### src/rtl/octree_op_sequencer_pkg.sv
// ---------------------------------------------------------------------------
// octree_op_sequencer_pkg
// Shared definitions for the octree operation sequencer:
//   - oct_op_e      : op codes understood by the Octree core (IDLE/SEARCH/ADD/DEL)
//   - rsp_status_e  : completion status reported back to the requester
//   - seq_state_t   : FSM state type, with the state encodings as localparams
//   - is_legal_op() : helper used when a command is popped from the FIFO
// ---------------------------------------------------------------------------
package octree_op_sequencer_pkg;

  typedef enum logic [1:0] {
    OP_IDLE   = 2'd0,
    OP_SEARCH = 2'd1,
    OP_ADD    = 2'd2,
    OP_DEL    = 2'd3
  } oct_op_e;

  typedef enum logic [1:0] {
    ST_OK      = 2'd0,
    ST_TIMEOUT = 2'd1,
    ST_ILLEGAL = 2'd2
  } rsp_status_e;

  typedef logic [2:0] seq_state_t;

  localparam seq_state_t S_IDLE  = 3'd0;
  localparam seq_state_t S_ISSUE = 3'd1;
  localparam seq_state_t S_WAIT  = 3'd2;
  localparam seq_state_t S_CLEAR = 3'd3;
  localparam seq_state_t S_RESP  = 3'd4;

  // Op code 0 means "no operation" to the core, so a command carrying it
  // can never be issued.
  function automatic logic is_legal_op(input logic [1:0] op);
    return op != OP_IDLE;
  endfunction

endpackage

### src/rtl/octree_cmd_fifo.sv
// ---------------------------------------------------------------------------
// octree_cmd_fifo
// Small synchronous FIFO buffering commands in front of the sequencer FSM.
// Ports:
//   clk_i, rstn_i   clock, asynchronous active-low reset
//   push_i          write wr_data_i (ignored when full)
//   wr_data_i       command word {op, tree, pos}
//   pop_i           discard head entry (ignored when empty)
//   rd_data_o       head entry (valid while !empty_o)
//   full_o, empty_o occupancy flags
//   count_o         number of stored entries, 0..DEPTH
// ---------------------------------------------------------------------------
module octree_cmd_fifo
  import octree_op_sequencer_pkg::*;
#(
  parameter int DEPTH = 4,
  parameter int W     = 20
) (
  input  logic                       clk_i,
  input  logic                       rstn_i,
  input  logic                       push_i,
  input  logic [W-1:0]               wr_data_i,
  input  logic                       pop_i,
  output logic [W-1:0]               rd_data_o,
  output logic                       full_o,
  output logic                       empty_o,
  output logic [$clog2(DEPTH+1)-1:0] count_o
);

  localparam int AW = $clog2(DEPTH);
  localparam int CW = $clog2(DEPTH + 1);

  logic [W-1:0]  mem [DEPTH];
  logic [AW-1:0] wr_ptr;
  logic [AW-1:0] rd_ptr;
  logic [CW-1:0] count;
  logic          do_push;
  logic          do_pop;

  assign full_o    = (count == CW'(DEPTH));
  assign empty_o   = (count == '0);
  assign count_o   = count;
  assign rd_data_o = mem[rd_ptr];

  assign do_push = push_i && !full_o;
  assign do_pop  = pop_i && !empty_o;

  // Storage needs no reset: an entry is only read after it has been written.
  always_ff @(posedge clk_i) begin
    if (do_push) begin
      mem[wr_ptr] <= wr_data_i;
    end
  end

  // DEPTH is a power of two, so the pointers wrap naturally. A simultaneous
  // push and pop moves both pointers and leaves the count unchanged.
  always_ff @(posedge clk_i or negedge rstn_i) begin
    if (!rstn_i) begin
      wr_ptr <= '0;
      rd_ptr <= '0;
      count  <= '0;
    end else begin
      if (do_push) begin
        wr_ptr <= wr_ptr + AW'(1);
      end
      if (do_pop) begin
        rd_ptr <= rd_ptr + AW'(1);
      end
      if (do_push && !do_pop) begin
        count <= count + CW'(1);
      end else if (do_pop && !do_push) begin
        count <= count - CW'(1);
      end
    end
  end

endmodule

### src/rtl/octree_op_sequencer.sv
// ---------------------------------------------------------------------------
// octree_op_sequencer
// Queues octree commands and runs them one at a time against the Octree core:
// issue the op, wait for the matching completion code, wait for the core to
// return to idle, then present a response until it is consumed.
// Ports:
//   clk_i, rstn_i                 clock, asynchronous active-low reset
//   cmd_valid_i/cmd_ready_o       command handshake (ready = FIFO not full)
//   cmd_op_i/cmd_pos_i/cmd_tree_i command fields (op 0 is illegal)
//   oct_ctrl_o                    op code to core, 0 when not issuing/waiting
//   oct_pos_encode_o/oct_tree_num_o  operands to core
//   oct_op_done_i                 completion code from core
//   rsp_valid_o/rsp_ready_i       response handshake
//   rsp_op_o/rsp_status_o         completed op and status (ok/timeout/illegal)
//   busy_o                        FSM not idle
//   pending_o                     FIFO occupancy
// ---------------------------------------------------------------------------
module octree_op_sequencer
  import octree_op_sequencer_pkg::*;
#(
  parameter int CMD_DEPTH   = 4,
  parameter int TIMEOUT_CYC = 4096,
  parameter int POS_W       = 14
) (
  input  logic                           clk_i,
  input  logic                           rstn_i,
  input  logic                           cmd_valid_i,
  output logic                           cmd_ready_o,
  input  logic [1:0]                     cmd_op_i,
  input  logic [POS_W-1:0]               cmd_pos_i,
  input  logic [3:0]                     cmd_tree_i,
  output logic [1:0]                     oct_ctrl_o,
  output logic [POS_W-1:0]               oct_pos_encode_o,
  output logic [3:0]                     oct_tree_num_o,
  input  logic [1:0]                     oct_op_done_i,
  output logic                           rsp_valid_o,
  input  logic                           rsp_ready_i,
  output logic [1:0]                     rsp_op_o,
  output logic [1:0]                     rsp_status_o,
  output logic                           busy_o,
  output logic [$clog2(CMD_DEPTH+1)-1:0] pending_o
);

  localparam int CMD_W = 2 + 4 + POS_W;
  localparam int CNT_W = $clog2(TIMEOUT_CYC + 1);
  localparam logic [CNT_W-1:0] TMO_LAST = CNT_W'(TIMEOUT_CYC - 1);

  seq_state_t         state;
  logic [1:0]         cmd_op_q;
  logic [POS_W-1:0]   cmd_pos_q;
  logic [3:0]         cmd_tree_q;
  logic [1:0]         status_q;
  logic [CNT_W-1:0]   cnt_q;

  logic               fifo_full;
  logic               fifo_empty;
  logic               fifo_push;
  logic               fifo_pop;
  logic [CMD_W-1:0]   fifo_head;
  logic [1:0]         head_op;

  assign cmd_ready_o = !fifo_full;
  assign fifo_push   = cmd_valid_i && !fifo_full;
  assign fifo_pop    = (state == S_IDLE) && !fifo_empty;
  assign head_op     = fifo_head[CMD_W-1 -: 2];

  octree_cmd_fifo #(
    .DEPTH (CMD_DEPTH),
    .W     (CMD_W)
  ) u_cmd_fifo (
    .clk_i     (clk_i),
    .rstn_i    (rstn_i),
    .push_i    (fifo_push),
    .wr_data_i ({cmd_op_i, cmd_tree_i, cmd_pos_i}),
    .pop_i     (fifo_pop),
    .rd_data_o (fifo_head),
    .full_o    (fifo_full),
    .empty_o   (fifo_empty),
    .count_o   (pending_o)
  );

  // All outputs decode from state and registers only, so no input reaches an
  // output combinationally. The operand registers change only on a pop in
  // IDLE, which keeps them stable from ISSUE through CLEAR.
  assign oct_ctrl_o       = (state == S_ISSUE || state == S_WAIT) ? cmd_op_q : OP_IDLE;
  assign oct_pos_encode_o = cmd_pos_q;
  assign oct_tree_num_o   = cmd_tree_q;
  assign rsp_valid_o      = (state == S_RESP);
  assign rsp_op_o         = (state == S_RESP) ? cmd_op_q : 2'd0;
  assign rsp_status_o     = (state == S_RESP) ? status_q : 2'd0;
  assign busy_o           = (state != S_IDLE);

  // Sequencer FSM. The same counter bounds WAIT and CLEAR; it is cleared in
  // ISSUE and again on the way into CLEAR. In WAIT a matching done code wins
  // over a simultaneous expiry; in CLEAR the core going idle wins over expiry.
  always_ff @(posedge clk_i or negedge rstn_i) begin
    if (!rstn_i) begin
      state      <= S_IDLE;
      cmd_op_q   <= '0;
      cmd_pos_q  <= '0;
      cmd_tree_q <= '0;
      status_q   <= ST_OK;
      cnt_q      <= '0;
    end else begin
      case (state)
        S_IDLE: begin
          if (!fifo_empty) begin
            cmd_op_q   <= head_op;
            cmd_tree_q <= fifo_head[POS_W +: 4];
            cmd_pos_q  <= fifo_head[POS_W-1:0];
            if (is_legal_op(head_op)) begin
              status_q <= ST_OK;
              state    <= S_ISSUE;
            end else begin
              status_q <= ST_ILLEGAL;
              state    <= S_RESP;
            end
          end
        end
        S_ISSUE: begin
          cnt_q <= '0;
          state <= S_WAIT;
        end
        S_WAIT: begin
          if (oct_op_done_i == cmd_op_q) begin
            status_q <= ST_OK;
            cnt_q    <= '0;
            state    <= S_CLEAR;
          end else if (cnt_q == TMO_LAST) begin
            status_q <= ST_TIMEOUT;
            cnt_q    <= '0;
            state    <= S_CLEAR;
          end else begin
            cnt_q <= cnt_q + CNT_W'(1);
          end
        end
        S_CLEAR: begin
          if (oct_op_done_i == OP_IDLE) begin
            state <= S_RESP;
          end else if (cnt_q == TMO_LAST) begin
            status_q <= ST_TIMEOUT;
            state    <= S_RESP;
          end else begin
            cnt_q <= cnt_q + CNT_W'(1);
          end
        end
        S_RESP: begin
          if (rsp_ready_i) begin
            state <= S_IDLE;
          end
        end
        default: begin
          state <= S_IDLE;
        end
      endcase
    end
  end

endmodule

### config.mk
export PLATFORM = sky130hd
export DESIGN_NAME = octree_op_sequencer
export DESIGN_NICKNAME = d
export VERILOG_FILES = /design/src/rtl/octree_op_sequencer_pkg.sv /design/src/rtl/octree_cmd_fifo.sv /design/src/rtl/octree_op_sequencer.sv
export SDC_FILE = /design/constraint.sdc
export NUM_CORES = 1
export LEC_CHECK = 0
export ABC_AREA = 1
export ABC_CLOCK_PERIOD_IN_PS = 4300
export CORE_MARGIN = 3
export CORE_UTILIZATION = 56
export CTS_CLUSTER_DIAMETER = 50
export DETAILED_ROUTE_END_ITERATION = 12
export PLACE_DENSITY = 0.79
export SYNTH_ARGS = -nofsm -noshare
export SYNTH_HDL_FRONTEND = slang
export SYNTH_SLANG_ARGS = --single-unit
### constraint.sdc
create_clock -name clk_i -period 4.3 [get_ports clk_i]
set_input_delay 0.645 -clock clk_i [delete_from_list [all_inputs] [get_ports clk_i]]
set_output_delay 0.645 -clock clk_i [all_outputs]
set_load 0.01 [all_outputs]
==> run_results.csv, run 1 <==
group,metric,value,unit
cts,htreeDepth,4,
finish,instances_no_fill,729,
synth,ys_seq_area_share,64.3,%
setup_path,end_kind,"primary output",
grt,grt_pass1_vias,4037,
cts,ctsHoldBuffers,0,
drt,viasPerCell,5.49,
power,p_int,3.04,mW
synth,yosysWarnings,0,
sta,max_freq,0.338,GHz
finish,drive_gt1_share,10.3,%
setup_path,cp.required,3.65,ns
sta,whs,0.332,ns
cts,root_buffer,"clkbuf_8",
finish,nFillCells,663,
synth,synthCells,529,
synth,synth_ff_type,"edfxtp_1",
placement,portBuffers,55,
sta,hold_violations,0,
sta,rsz0062_at_grt,"no",
cts,clock-sinks,125,
sta,setup_viol,0,
cts,cts_buffers,17,
power,power_frac_clock,28.4,%
floorplan,core_area,0.00937,sq mm
synth,yosysUniqueCellTypes,32,
grt,grt_pass1_wl,19.3,mm
setup_path,start_kind,"register",
synth,synth.avg_cell_area,10.4,sq um
floorplan,chipWidth,105,um
synth,syn-num-nets,562,
run_status,status,"completed",
cts,tritoncts,"done",
synth,netlist_area,0.00549,sq mm
power,sequentialPowerShare,37.5,%
setup_path,path_max_fanout,12,
drt,first_pass_iters,5,
finish,nets,620,
drt,drtIter0Drc,256,
floorplan,io_pins,56,
cts,clk_pin_slew,0.06,ns
finish,final_util,71.1,%
finish,insertedDiodeCount,0,
sta,drv_slew,0,
setup_path,path_class,"reg2out",
grt,grt_util_all_layers,22.2,%
power,leakagePower,2.69,nW
floorplan,initial_core_util,58.5,%
drt,post_drt_wl_per_cell,16.2,um
sta,clock_skew,0.0120,ns
setup_path,timing.rr.end,"state[0]$_DFFE_PN0P_",
sta,tightest_slew,1.18,ns
cts,clock_latency,0.52,ns
power,switching_share,36.9,%
finish,syn_to_final_growth,21.4,%
floorplan,fp.dieArea,0.0110,sq mm
power,max-vdd-ir-drop,470,uV
power,switchingPower,1.78,mW
setup_path,crit_arrival,2.31,ns
floorplan,rows,35,
grt,antenna_found_initial,0,
power,power.density,723,mW/mm^2
grt,grt.overflow.total,0,
drt,drc_errors,0,
synth,synthArstFlopShare,36.0,%
job,maxCapViolCount,0,
sta,finalCritPeriodShare,68.8,%
drt,ant_nets,0,
synth,synth-seq-cells,125,
drt,dr_total_vias,4004,
cts,cts_buffer_depth,2,
setup_path,rrSetupSlack,2.00,ns
placement,place.gp.congestion,0.896,
placement,pre_cts_ws,1.61,ns
setup_path,reg2reg_depth,6,
cts,cts_resized,0,
placement,place_inst,697,
sta,fin_ws,1.34,ns
worst_hold_path,hp-class,"in2async",
setup_path,rr_startpoint,"u_cmd_fifo.rd_ptr[1]$_DFFE_PN0P_",
sta,setup_tns,0,ns
power,combPwrFrac,34.1,%
sta,relSlewSlack,21.2,%
synth,synth_edf_count,80,
finish,layout_common_cells,"nor2_1, nand2_1, edfxtp_1",
cts,cts_setup_buffers,0,
floorplan,die_h,105,um
finish,layout_commonest_cell,"nor2_1",
placement,hpwl,7.00,mm
grt,grt_max_degree,46,
drt,wl,11.8,mm
sta,fin_crit,2.96,ns
==> worst max-delay path, stage by stage (launching register included) <==
cell	delay, ns
dfrtp_1	0.40
inv_1	0.13
a21oi_2	0.19
nand2_1	0.34
nor2_1	0.20
clkdlybuf4s50_1	0.55
==> layer usage <==
layer | vias to the layer above | wire length, um | track usage [%]
met5 | - | 0 | 0
met4 | 0 | 182 | 8.81
met3 | 23 | 729 | 4.94
met1 | 1942 | 4800 | 26.2
met2 | 149 | 6110 | 39.5
li1 | 1890 | - | -
==> Yosys cell counts, types with 4 or more instances <==
cell | number | share of area (%)
nor2_1 | 122 | 8.3
nand2_1 | 83 | 5.7
edfxtp_1 | 80 | 44
dfrtp_1 | 45 | 21
o21ai_0 | 44 | 4.0
inv_1 | 38 | 2.6
nand3_1 | 29 | 2.6
a31oi_1 | 18 | 2.1
buf_2 | 7 | 0.64
xor2_1 | 7 | 1.1
ha_1 | 6 | 1.4
inv_2 | 6 | 0.41
nand2_4 | 6 | 1.2
nand4_1 | 5 | 0.57
buf_4 | 4 | 0.55
nand2_2 | 4 | 0.46
==> flip-flops by register name (all words and copies together) (netlist names) <==
signal              count
u_cmd_fifo.mem         80
oct_pos_encode_o       14
cnt_q                  13
oct_tree_num_o          4
state                   3
u_cmd_fifo.count_o      3
cmd_op_q                2
status_q                2
u_cmd_fifo.rd_ptr       2
u_cmd_fifo.wr_ptr       2
==> cell families after synthesis <==
kind of cell | synth area share (%)
and+or+nand+nor | 20.4
DFF | 64.3
adders and majority gates | 1.73
buffers and inverters | 5.18
AOI/OAI and AO/OA | 7.09
xor gates and xnor gates | 1.28
==> layout make-up <==
type | instances | area [sq um] | area share (%)
clock buffer | 19 | 422 | 6.33
tap | 129 | 161 | 2.42
clock inverter | 13 | 139 | 2.08
sequential | 125 | 3530 | 53.0
multi-input combinational | 342 | 1680 | 25.3
timing repair buffer | 56 | 553 | 8.30
inverter | 45 | 174 | 2.61
==> power groups by stage <==
stage                     Clock [mW]  Combinational, mW  Sequential [mW]
final                           1.37               1.64             1.80
after global routing            1.43               1.84             1.83
after CTS                       1.38               1.65             1.80
after detailed placement           0               1.61             1.82
after global placement             0               1.56             1.80
after floorplan                    0               1.08             1.80
==> per-stage QoR <==
stage	power, mW	area, sq um
floorplan	2.89	5490
global placement	3.36	6100
detailed placement	3.43	6100
CTS	4.83	6660
global route	5.10	6660
finish	4.81	6660
==> worst max-delay path by stage <==
stage / start / end / cells past startpoint
3_5_place_dp: cmd_valid_i / u_cmd_fifo.mem[1][3]$_DFFE_PP_ / 3
5_1_grt: state[1]$_DFFE_PN0P_ / oct_ctrl_o[0] / 5
2_1_floorplan: u_cmd_fifo.count_o[0]$_DFFE_PN0P_ / u_cmd_fifo.mem[0][0]$_DFFE_PP_ / 4
3_3_place_gp: cmd_valid_i / u_cmd_fifo.mem[1][4]$_DFFE_PP_ / 3
6_report: state[1]$_DFFE_PN0P_ / oct_ctrl_o[0] / 5
4_1_cts: state[1]$_DFFE_PN0P_ / oct_ctrl_o[0] / 5
Note: power is estimated with default switching activity, not from simulation.
==> inputs of run 2 (changes only) <==
ABC_CLOCK_PERIOD_IN_PS = 3000   (was 4300)
clock period = 3 ns   (was 4.3 ns; I/O delays follow)
==> run 2 against run 1 <==
Effect of this change:
- register-to-register slack got worse by 1.1 ns
- sequential share of layout area fell by 0.26 points
- via count fell by 1.9%
- clock skew barely moved
- clock power rose by 37%
- largest power group unchanged
==> run_results.csv, run 2 (synthesis results as in run 1) <==
group,metric,value,unit
sta,hold_violations,0,
sta,drv_slew,0,
sta,setup_viol,0,
floorplan,fp.dieArea,0.0110,sq mm
drt,drc_errors,0,
drt,ant_nets,0,
grt,grt_util_all_layers,22.3,%
sta,fin_crit,2.69,ns
power,power.density,1020,mW/mm^2
setup_path,rr_startpoint,"u_cmd_fifo.count_o[0]$_DFFE_PN0P_",
cts,cts_resized,0,
floorplan,die_h,105,um
power,power_frac_clock,27.4,%
sta,max_freq,0.371,GHz
power,p_int,4.30,mW
cts,cts_buffers,17,
setup_path,crit_arrival,2.24,ns
grt,grt_max_degree,46,
placement,hpwl,7.02,mm
run_status,status,"completed",
power,sequentialPowerShare,37.1,%
finish,layout_common_cells,"nor2_1, nand2_1, edfxtp_1",
setup_path,rrSetupSlack,0.86,ns
sta,tightest_slew,1.07,ns
finish,final_util,71.4,%
setup_path,cpPeakStageDelay,0.55,ns
setup_path,cp.required,2.55,ns
floorplan,core_area,0.00937,sq mm
drt,first_pass_iters,6,
finish,layout_commonest_cell,"nor2_1",
setup_path,path_class,"reg2out",
cts,ctsHoldBuffers,0,
cts,cts_buffer_depth,2,
sta,rsz0062_at_grt,"no",
worst_hold_path,hp-class,"in2async",
drt,post_drt_wl_per_cell,16.0,um
setup_path,cp_cell_sequence,"inv_1 > a21oi_2 > nand2_1 > nor2_1 > clkdlybuf4s50_1",
sta,relSlewSlack,28.5,%
sta,setup_tns,0,ns
grt,grt.overflow.total,0,
cts,cts_setup_buffers,0,
finish,syn_to_final_growth,22.0,%
cts,clock_latency,0.51,ns
finish,largest_reg_flops,80,
finish,top_register,"u_cmd_fifo.mem",
cts,tritoncts,"done",
placement,portBuffers,55,
setup_path,timing.rr.end,"u_cmd_fifo.count_o[2]$_DFFE_PN0P_",
setup_path,path_max_fanout,12,
drt,dr_total_vias,3927,
grt,grt_pass1_vias,4086,
cts,clk_pin_slew,0.06,ns
floorplan,initial_core_util,58.5,%
floorplan,io_pins,56,
setup_path,cpMaxStageDelayCell,"clkdlybuf4s50_1",
setup_path,start_kind,"register",
finish,final_area,0.00669,sq mm
power,max-vdd-ir-drop,517,uV
grt,antenna_found_initial,0,
power,leakagePower,2.70,nW
cts,root_buffer,"clkbuf_8",
power,combPwrFrac,35.6,%
finish,nets,625,
finish,drive_gt1_share,11.1,%
cts,htreeDepth,4,
drt,wl,11.7,mm
floorplan,chipWidth,105,um
drt,drtIter0Drc,233,
drt,viasPerCell,5.35,
sta,finalCritPeriodShare,89.8,%
floorplan,rows,35,
job,maxCapViolCount,0,
grt,grt_pass1_wl,19.3,mm
setup_path,reg2reg_depth,10,
power,switchingPower,2.55,mW
placement,place.gp.congestion,0.891,
placement,placed_area,0.00614,sq mm
sta,clock_skew,0.0121,ns
cts,clock-sinks,125,
power,switching_share,37.2,%
finish,insertedDiodeCount,0,
setup_path,end_kind,"primary output",
[run 2: cell count changes in the layout (fill, tap and decap cells not counted), moves of 2 or more]
cell / before / now
clkinv_2: 4 / 0
inv_6: 5 / 3
buf_4: 1 / 6
clkinv_4: 1 / 6
[run 2: power by group through the flow]
| stage | Sequential (mW) | Combinational (mW) | Clock, mW |
|---|---|---|---|
| after floorplan | 2.59 | 1.55 | 0 |
| after global placement | 2.53 | 2.31 | 0 |
| after detailed placement | 2.55 | 2.41 | 0 |
| after CTS | 2.53 | 2.46 | 1.90 |
| after global routing | 2.58 | 2.71 | 1.98 |
| final | 2.54 | 2.44 | 1.88 |
[run 2: worst max path at each step]
stage | startpoint | end | slack [ns] | cells after the start
final | state[1]$_DFFE_PN0P_ | oct_ctrl_o[0] | 0.31 | 5
after global routing | state[0]$_DFFE_PN0P_ | oct_ctrl_o[1] | 0.18 | 5
after CTS | state[0]$_DFFE_PN0P_ | oct_ctrl_o[0] | 0.28 | 5
after detailed placement | cmd_valid_i | u_cmd_fifo.count_o[2]$_DFFE_PN0P_ | 0.60 | 9
after global placement | cmd_valid_i | u_cmd_fifo.count_o[2]$_DFFE_PN0P_ | 0.68 | 9
after floorplan | u_cmd_fifo.count_o[0]$_DFFE_PN0P_ | u_cmd_fifo.mem[0][0]$_DFFE_PP_ | 0.89 | 4
[run 2: metal layers]
layer / share of wire [%] / global-route usage [%] / vias to the layer above
met4: 1.1 / 9.18 / 0
met1: 41 / 26.5 / 1882
li1: - / - / 1902
met5: 0 / 0 / -
met3: 5.7 / 6.05 / 14
met2: 52 / 38.4 / 129
[run 2: stage by stage]
stage | setup slack, ns | hold WS, ns | cells | power [mW]
3_3_place_gp | 0.684 | 0.493 | 702 | 4.84
6_report | 0.306 | 0.133 | 734 | 6.85
2_1_floorplan | 0.893 | 0.154 | 529 | 4.14
3_5_place_dp | 0.599 | 0.524 | 702 | 4.96
5_1_grt | 0.175 | 0.213 | 734 | 7.27
4_1_cts | 0.283 | 0.174 | 734 | 6.89
[run 2: worst max-delay path, delay by kind of cell (launching register included)]
| kind | cells | cell delay [ns] |
|---|---|---|
| buffers and inverters | 2 | 0.67 |
| AOI/OAI and AO/OA | 1 | 0.17 |
| DFF | 1 | 0.40 |
| and+or+nand+nor | 2 | 0.50 |
[run 2: final cells by class]
cell class	instances	area, sq um
Clock buffer	18	418
Timing Repair Buffer	61	591
Clock inverter	14	138
Multi-Input combinational cell	342	1680
Tap cell	129	161
Sequential cell	125	3530
Inverter	45	174
Fill cell	675	2680
==> inputs of run 3 (changes only) <==
ABC_CLOCK_PERIOD_IN_PS = not set   (was 3000)
CORE_UTILIZATION = 51   (was 56)
GPL_TIMING_DRIVEN = 0   (was not set)
PLACE_DENSITY = 0.76   (was 0.79)
clock period = 2.4 ns   (was 3 ns; I/O delays follow)
==> run 3 against run 2 <==
Effect of this change:
- cell count is 3.7% higher
- sequential cell count did not move
- hold slack improved by 0.20 ns
- non-clock buffer count up 20
- total power increased by 36%
- largest cell class unchanged
- register-to-register slack lost 0.52 ns
- die area increased by 9.2%
- clock skew shrank 0.0018 ns
- worst setup slack worse by 0.18 ns
- global-route usage down 0.36 points
- final area rose by 4.5%
- critical endpoint is now rsp_status_o[1]
- critical path depth is 1 higher
==> run_results.csv, run 3 (synthesis results as in run 1) <==
group,metric,value,unit
sta,setup_viol,0,
setup_path,path_max_fanout,5,
worst_hold_path,hp-class,"in2async",
finish,final_area,0.00700,sq mm
setup_path,crit_arrival,1.92,ns
drt,viasPerCell,5.31,
floorplan,io_pins,56,
placement,place.gp.congestion,0.858,
setup_path,endpoint,"rsp_status_o[1]",
finish,instances_no_fill,761,
setup_path,end_kind,"primary output",
sta,fin_crit,2.28,ns
placement,placed_area,0.00630,sq mm
drt,wl,12.4,mm
drt,drc_errors,0,
grt,busiest_layer,"met2",
cts,htreeDepth,4,
power,p_int,6.00,mW
finish,layout_common_cells,"nor2_1, nand2_1, edfxtp_1",
floorplan,core_area,0.0104,sq mm
sta,tightest_slew,0.694,ns
cts,tritoncts,"done",
sta,rsz0062_at_grt,"no",
setup_path,rrSetupSlack,0.34,ns
finish,drive_gt1_share,14.1,%
setup_path,rr_startpoint,"u_cmd_fifo.count_o[0]$_DFFE_PN0P_",
placement,hpwl,7.95,mm
cts,clock_latency,0.51,ns
placement,pre_cts_ws,0.0997,ns
finish,nets,645,
sta,relSlewSlack,53.7,%
floorplan,initial_core_util,52.7,%
drt,drtIter0Drc,307,
placement,portBuffers,55,
finish,layout_commonest_cell,"nor2_1",
setup_path,cp.required,2.04,ns
cts,cts_buffers,17,
drt,post_drt_wl_per_cell,16.3,um
grt,grt_max_degree,30,
setup_path,cp-startpoint,"state[1]$_DFFE_PN0P_",
grt,grt_pass1_vias,4151,
power,power_frac_clock,30.1,%
power,power.density,1340,mW/mm^2
power,leakagePower,2.90,nW
finish,syn_to_final_growth,27.5,%
sta,whs,0.331,ns
finish,top_register,"u_cmd_fifo.mem",
cts,root_buffer,"clkbuf_8",
power,max-vdd-ir-drop,707,uV
power,switchingPower,3.35,mW
grt,antenna_found_initial,0,
grt,grt_util_all_layers,22.0,%
cts,cts_buffer_depth,2,
finish,largest_reg_flops,80,
power,sequentialPowerShare,34.0,%
placement,place_inst,725,
floorplan,fp.dieArea,0.0120,sq mm
grt,grt.overflow.total,0,
sta,drv_slew,0,
sta,clock_skew,0.0104,ns
drt,first_pass_iters,5,
drt,ant_nets,0,
finish,nFillCells,761,
setup_path,path_class,"reg2out",
drt,dr_total_vias,4038,
grt,use_met2,37.5,%
floorplan,die_h,110,um
sta,finalCritPeriodShare,94.8,%
grt,use_met3,4.46,%
grt,use_met1,27.0,%
floorplan,chipWidth,110,um
power,combPwrFrac,35.9,%
setup_path,reg2reg_depth,10,
grt,grt_pass1_wl,19.9,mm
power,switching_share,35.8,%
sta,fin_ws,0.125,ns
sta,hold_violations,0,
setup_path,timing.rr.end,"u_cmd_fifo.count_o[2]$_DFFE_PN0P_",
cts,clk_pin_slew,0.06,ns
setup_path,start_kind,"register",
job,maxCapViolCount,0,
sta,max_freq,0.440,GHz
finish,insertedDiodeCount,0,
run_status,status,"completed",
floorplan,rows,37,
cts,clock-sinks,125,
[run 3: area by class of cell]
| type | instances | area, sq um | area share [%] |
|---|---|---|---|
| inverter | 45 | 174 | 2.49 |
| tap | 136 | 170 | 2.43 |
| clock inverter | 14 | 233 | 3.33 |
| timing repair buffer | 64 | 673 | 9.62 |
| buffer | 17 | 113 | 1.61 |
| sequential | 125 | 3530 | 50.5 |
| multi-input combinational | 342 | 1690 | 24.1 |
| clock buffer | 18 | 418 | 5.97 |
[run 3: worst min-delay path by stage]
stage                                    endpoint               startpoint  slack [ns]  depth (start not counted)
after global routing      status_q[1]$_DFFE_PN0P_                   rstn_i        0.36                          2
after detailed placement  status_q[1]$_DFFE_PN0P_                   rstn_i        0.33                          1
after CTS                 status_q[0]$_DFFE_PN0P_                   rstn_i        0.34                          2
after floorplan           cmd_op_q[0]$_DFFE_PN0P_                   rstn_i        0.06                          0
after global placement    status_q[0]$_DFFE_PN0P_  status_q[0]$_DFFE_PN0P_        0.49                          2
final                       cnt_q[12]$_DFFE_PN0P_                   rstn_i        0.33                          2
[run 3: timing repair]
action | in CTS | in global routing
endpoints found under the hold margin | 16 | 0
buffers inserted | 3 | 0
pin swaps | 1 | 0
setup endpoints to repair | 4 | 4
hold buffers | 1 | 0
gates resized for setup | 5 | 4
[run 3: worst max-delay path, cell delays in order (launching register included)]
cell and delay [ns]:
dfrtp_1 0.40, inv_2 0.10, nand2_1 0.07, nor2_2 0.13, inv_2 0.07, nor2_1 0.09, clkdlybuf4s50_1 0.54
[run 3: metrics by stage]
| step | util (%) | setup TNS, ns | power (mW) |
|---|---|---|---|
| floorplan | - | 0 | 5.17 |
| detailed placement | 60.5 | 0 | 6.46 |
| CTS | 67.1 | 0 | 9.37 |
| global route | 67.2 | 0 | 9.89 |
| global placement | 59.6 | -60.56 | 6.27 |
| finish | 67.2 | 0 | 9.35 |
[run 3: layer usage]
| metal | vias up | wire, um |
|---|---|---|
| met5 | - | 0 |
| met4 | 0 | 228 |
| met3 | 28 | 720 |
| met2 | 166 | 6370 |
| met1 | 1914 | 5110 |
| li1 | 1930 | - |
[run 3: power groups by stage]
| stage | registers, mW | clock network (mW) | logic [mW] |
|---|---|---|---|
| finish | 3.18 | 2.82 | 3.35 |
| global route | 3.23 | 2.94 | 3.72 |
| CTS | 3.17 | 2.83 | 3.37 |
| detailed placement | 3.21 | 0 | 3.25 |
| global placement | 3.21 | 0 | 3.06 |
| floorplan | 3.23 | 0 | 1.94 |
